[config.mk]
export PLATFORM = sky130hd
export DESIGN_NAME = mem_port_arbiter
export DESIGN_NICKNAME = d
export VERILOG_FILES = /design/src/rtl/mem_port_arbiter.sv
export SDC_FILE = /design/constraint.sdc
export NUM_CORES = 1
export LEC_CHECK = 0
export CAP_MARGIN = 20
export CORE_AREA = 2 2 78 80
export CTS_BUF_LIST = sky130_fd_sc_hd__clkbuf_2
export DETAILED_ROUTE_END_ITERATION = 10
export DIE_AREA = 0 0 80 82
export HOLD_SLACK_MARGIN = 0.06
export PLACE_DENSITY = 0.89
export SLEW_MARGIN = 25
export SYNTH_ARGS = -nofsm -noshare
export SYNTH_HDL_FRONTEND = slang
export SYNTH_SLANG_ARGS = --single-unit
[constraint.sdc]
create_clock -name clk -period 5.5 [get_ports clk]
set_input_delay 1.375 -clock clk [delete_from_list [all_inputs] [get_ports clk]]
set_output_delay 1.375 -clock clk [all_outputs]
set_load 0.02 [all_outputs]
[src/rtl/mem_port_arbiter.sv]
// Single memory-port arbiter between instruction fetch and load/store.
// Load/store has priority, a starvation counter forces a fetch slot, and a shift register routes read data back.
module mem_port_arbiter #(
  parameter int ADDR_W     = 11,
  parameter int DATA_W     = 32,
  parameter int RD_LAT     = 1,
  parameter int STARVE_MAX = 4
) (
  input  logic              clk,
  input  logic              rst,
  input  logic              if_req,
  input  logic [ADDR_W-1:0] if_addr,
  output logic              if_gnt,
  output logic              if_rvalid,
  output logic [DATA_W-1:0] if_rdata,
  input  logic              ls_req,
  input  logic              ls_we,
  input  logic [ADDR_W-1:0] ls_addr,
  input  logic [DATA_W-1:0] ls_wdata,
  output logic              ls_gnt,
  output logic              ls_rvalid,
  output logic [DATA_W-1:0] ls_rdata,
  output logic [ADDR_W-1:0] mem_addr,
  output logic              mem_wren,
  output logic [DATA_W-1:0] mem_wdata,
  input  logic [DATA_W-1:0] mem_rdata
);

  logic [3:0]        r_starve_cnt;
  logic [RD_LAT-1:0] r_vld_pipe;
  logic [RD_LAT-1:0] r_own_pipe;
  logic              w_force_if;
  logic              w_if_gnt;
  logic              w_ls_gnt;
  logic              w_rd_push;

  // Grants are held low while reset is asserted so nothing reaches the macro.
  always_comb begin
    w_if_gnt   = 1'b0;
    w_ls_gnt   = 1'b0;
    w_force_if = (r_starve_cnt == 4'(STARVE_MAX)) && if_req;
    if (!rst) begin
      if (w_force_if)  w_if_gnt = 1'b1;
      else if (ls_req) w_ls_gnt = 1'b1;
      else if (if_req) w_if_gnt = 1'b1;
    end
  end

  assign w_rd_push = w_if_gnt | (w_ls_gnt & ~ls_we);

  always_comb begin
    mem_addr  = '0;
    mem_wren  = 1'b0;
    mem_wdata = '0;
    if (w_ls_gnt) begin
      mem_addr  = ls_addr;
      mem_wren  = ls_we;
      mem_wdata = ls_wdata;
    end else if (w_if_gnt) begin
      mem_addr  = if_addr;
    end
  end

  always_ff @(posedge clk) begin
    if (rst) begin
      r_starve_cnt <= '0;
    end else if (w_if_gnt || !if_req) begin
      r_starve_cnt <= '0;
    end else if (w_ls_gnt && (r_starve_cnt != 4'(STARVE_MAX))) begin
      r_starve_cnt <= r_starve_cnt + 4'd1;
    end
  end

  // Tail entry lines up with mem_rdata RD_LAT cycles after the grant.
  always_ff @(posedge clk) begin
    if (rst) begin
      r_vld_pipe <= '0;
      r_own_pipe <= '0;
    end else begin
      for (int i = RD_LAT - 1; i > 0; i--) begin
        r_vld_pipe[i] <= r_vld_pipe[i-1];
        r_own_pipe[i] <= r_own_pipe[i-1];
      end
      r_vld_pipe[0] <= w_rd_push;
      r_own_pipe[0] <= w_ls_gnt;
    end
  end

  assign if_gnt    = w_if_gnt;
  assign ls_gnt    = w_ls_gnt;
  assign if_rvalid = r_vld_pipe[RD_LAT-1] & ~r_own_pipe[RD_LAT-1];
  assign ls_rvalid = r_vld_pipe[RD_LAT-1] &  r_own_pipe[RD_LAT-1];
  assign if_rdata  = mem_rdata;
  assign ls_rdata  = mem_rdata;

endmodule

* Yosys cells after proc, flatten, opt, wreduce, memory -nomap -nowiden
Index checks and enable logic that the tools add are counted.
** Word-level totals
- Bits in read-only memories :: 0
- Flip-flop bits (word level) :: 6
- Latch bits :: 0
- Input port bits :: 91
- Bits in writable memories :: 0
- Memories :: 0
** Cells by class
- Eq/ne operators :: 2
- Reduce and logical (&&, ||, !) cells :: 5
- Mux-type cells :: 11
- Add/sub/neg operators :: 1
- Order comparisons :: 0
- Shifts and indexed selects :: 0
- Multipliers :: 0
- Divide/modulo/power cells :: 0
- Bitwise operators :: 6
** Operators by type and width (number)
- $mux 32 :: 1
- $mux 11 :: 2
- $mux 1 :: 8
- $add 4x1->4 const B :: 1
- $eq 4x3->1 const B :: 1
- $ne 4x3->1 const B :: 1
- $and 1x1->1 :: 3
- $logic_and 1x1->1 :: 2
- $not 1->1 :: 2
- $reduce_or 2->1 :: 1
- $logic_not 1->1 :: 1
- $logic_or 1x1->1 :: 1
- $or 1x1->1 :: 1

* Depth between registers and ports, before layout
- Word-level depth :: 6
- Gate-level depth with buffers :: 6
- Gate-level depth less buffers :: 5

* Least setup slack after synthesis
No wires, ideal clock.
- Path kind :: input-to-output
- From :: input rst
- To :: output mem_wdata[12]
- Buffers on the path :: 1
- Stages on the path :: 4
- Setup slack :: 1892 ps
- Data arrival time :: 2233 ps
- Path through :: nand2b_1 a21oi_4 buf_6 and2_1
** On the way
- Longest elaborated chain between the ends :: 2
** Ends and longest elaborated chain
- from (decl) :: line 10 : input logic rst,
- $mux 1 :: line 42 : if (!rst) begin
- named net ls_gnt :: line 20 : output logic ls_gnt,
- $mux 32 :: line 55 : if (w_ls_gnt) begin
- to (decl) :: line 25 : output logic [DATA_W-1:0] mem_wdata,
The timed path passes the listed nets, and every way through them passes these cells.

* Worst setup path in the final report
- From :: input rst
- To :: output mem_addr[5]
** On the way
- Longest elaborated chain between the ends :: 3
- Elaborated cells between the ends (all ways) :: 4
- Classes of those cells :: mux (4)
** Ends and longest elaborated chain
- $mux 1 :: line 42
- $mux 11 :: line 59 : end else if (w_if_gnt) begin
- $mux 11 * :: line 55
- to (decl) :: line 23 : output logic [ADDR_W-1:0] mem_addr,
Mark *: on every way between the ends. The rest lies on a longest branch, timed or not.

==> summary.txt <==
Placed design
  – Post-placement setup slack: 635 ps
  – Gpl congestion: approximately 0.73
  – HPWL reported at the end of detailed placement: just under 3000 um
  – Count of buffers from port buffering: 106

Yosys
  – Count of synthesis-stage warnings from yosys: 0
  – Synth unique cells: 19
  – Top area cells in the synthesized netlist: buf_4, and2_1, dfxtp_1
  – Register area share after synthesis: a little over a tenth
  – Synthesized cell area: about 1100 um2
  – Mapped Nets: about 240
  – Fraction of synthesized cell area taken by the top area cell type: about 43%
  – Top cell type by total area after synthesis: buf_4
  – Post-synthesis average cell area: 7.83 um2
  – Number of cells produced by synthesis: 143
  – Seq cells post-synth: 6

Floorplan
  – Die outline width: ~80 um
  – Row cnt: 28
  – Number of top-level pins: between 200 and 250
  – Effective utilization at floorplan: roughly a fifth
  – Die span in y: about 80 um
  – Die area: about 6600 um2
  – Placeable core region: 5750 um2

Drt
  – Initial drt markers: 35
  – Count of vias placed by the detailed router: 970
  – Routed Wire Length: between 3000 and 4000 um
  – DRC violation count after routing: 0
  – Vias/cell: between 3 and 4
  – Pre-antenna DRT Iters: 4
  – Average wire per standard cell: 13.2 um
  – Antenna-violating nets left: 0

Worst hold path
  – End of the worst hold path: r_starve_cnt[0]
  – Startpoint of the most critical hold path: r_starve_cnt[0]
  – Cell depth of the worst min-delay path: 1
  – Type of the worst min-delay path: flip-flop to flip-flop

Pwr
  – Cell internal pwr: 133 uW
  – Share of total power in combinational logic: slightly above 60%
  – Power share of the sequential group: about a quarter
  – Part of the power in the clock network: 15.6%
  – Ratio of total power to cell area: 109 nW/um2
  – Sw Share: between 30% and 40%
  – Lkg Pwr: 0.000690 uW
  – Worst supply voltage drop on vdd: ~0.00009 V
  – Reported net switching power: 60.3 uW

Timing
  – Count of endpoints failing setup in the final report: 0
  – Final critical delay including setup and external delays: between 4000 and 5000 ps
  – Worst Clk Skew: 0.867 ps
  – Peak Freq: between 0.2 and 0.25 GHz
  – Final period utilization: between 80% and 90%
  – Final count of hold timing violations: 0
  – RSZ-0062 raised after global routing: no
  – Transition time at the pin with the least slew margin: just over 500 ps
  – Number of pins exceeding their max-slew limit in the final report: 0
  – Post-route setup slack: 669 ps
  – Headroom to the max-slew limit: between 60% and 70%
  – Final TNS setup: 0 ps

Finish
  – Number of nets in the layout: roughly 280
  – Antenna cell count: 0
  – Signed area change from the synthesized netlist to the final layout: 58.3%
  – Most common library cell in the layout ignoring fill and taps: clkdlybuf4s50_1
  – Fraction of layout cells with a size suffix above 1: under 10%
  – Commonest cells after routing, fill and taps aside: clkdlybuf4s50_1, and2_1, a22o_1

Clocking
  – Number of H-tree levels: 1
  – CTS tree: yes
  – Clock buffer depth: 2
  – Number of sinks handled by clock tree synthesis: 6
  – Number of buffers inserted during clock tree synthesis: 3
  – Cts-stage hold buffer count: 0
  – PostCTS Resize Cnt: 0
  – CTS root buffer: clkbuf_2
  – Clock transition time at the flip-flop clock pins of the worst setup and hold paths: around 60 ps
  – Clock Latency Late Sink: between 200 and 250 ps
  – # Post-CTS Setup Buffers: 0

Job
  – Number of maximum-capacitance constraint violations: 0

GRT
  – Wire length of the first global-routing pass: ~4700 um
  – Pin count of the biggest net entering global routing: 25
  – Antenna violations before repair: 0
  – Global Route Usage Sum: roughly a tenth
  – GR Overflow Total: 0
  – Via count of the first global-routing pass: slightly below 1000

Worst setup path
  – Critical register-to-register path endpoint: r_vld_pipe
  – Critical setup path kind: input port to output port
  – Worst R2R Path Depth: 6
  – Worst flop-to-flop path startpoint: r_starve_cnt[0]
  – Critical path startpoint category: input port
  – Worst setup EP type: output port
  – Reg2Reg Setup Slack: ~3800 ps
  – Max FO, Critical Path: 24
  – Required time at the endpoint of the critical path: roughly 4000 ps
  – CP arrival: approximately 3500 ps

Run status
  – Status: finished clean
[worst max-delay path by stage]
stage	to	startpoint	slack, ps
floorplan	mem_wdata[12]	rst	1890
CTS	mem_addr[8]	rst	640
global placement	mem_addr[8]	rst	720
detailed placement	mem_addr[8]	rst	640
global route	mem_addr[6]	rst	530
finish	mem_addr[5]	rst	670
[worst max-delay path, cell delays in order]
cell	delay, ps
clkdlybuf4s50_1	420
nand2b_1	210
a21oi_4	440
buf_12	220
a22o_1	160
clkdlybuf4s50_1	620
[cells in the mapped netlist (all sizes together)]
master / instances
dfxtp: 6
a21o: 1
nor2: 4
nor2b: 1
a21oi: 2
nand2b: 1
buf: 69
xor2: 1
ha: 2
inv: 6
o211a: 1
xnor2: 1
nand3: 1
a22o: 11
or3b: 1
and2: 34
and3b: 1
[sequential cells by signal (all words and copies together), names as in the netlist]
register / count
r_own_pipe: 1
r_starve_cnt: 4
r_vld_pipe: 1
[metal layers]
layer	track usage, %	wire length [um]
met1	9.82	1280
met2	17.2	1650
met3	4.07	417
met4	3.90	74
met5	0	0
[power groups by stage]
stage               Sequential, uW  Combinational [uW]  Clock, uW
floorplan                     46.3                 111          0
global placement              46.3                 118          0
detailed placement            46.4                 119          0
CTS                           45.5                 119       32.6
global route                  45.7                 125       35.7
finish                        45.5                 117       30.1
[through the flow]
stage / hold WS (ps) / power, uW / instances / utilization, % / instance area, um2
2_1_floorplan: 430 / 158 / 143 / - / 1120
6_report: 468 / 193 / 259 / 30.9 / 1770
4_1_cts: 472 / 197 / 259 / 30.9 / 1770
3_5_place_dp: 458 / 165 / 256 / 30.6 / 1760
3_3_place_gp: 446 / 164 / 256 / 30.6 / 1760
5_1_grt: 523 / 206 / 259 / 30.9 / 1770
[cells by family (layout without fill, tap and decap cells)]
group,count (synthesis),after routing,synth area share [%]
buffers and inverters,75,116,49.9
adders and majority gates,2,2,2.23
AOI/OAI and AO/OA,15,15,12.1
and+or+nand+nor,43,43,23.5
xor gates and xnor gates,2,2,1.56
DFF,6,6,10.7
[area by class of cell]
class	instances	area, um2
timing repair buffer	107	1080
fill	607	3970
tap	75	93.8
inverter	6	22.5
multi-input combinational	62	440
clock buffer	3	15.0
sequential	6	120
Power figures use the tool's default switching activity.
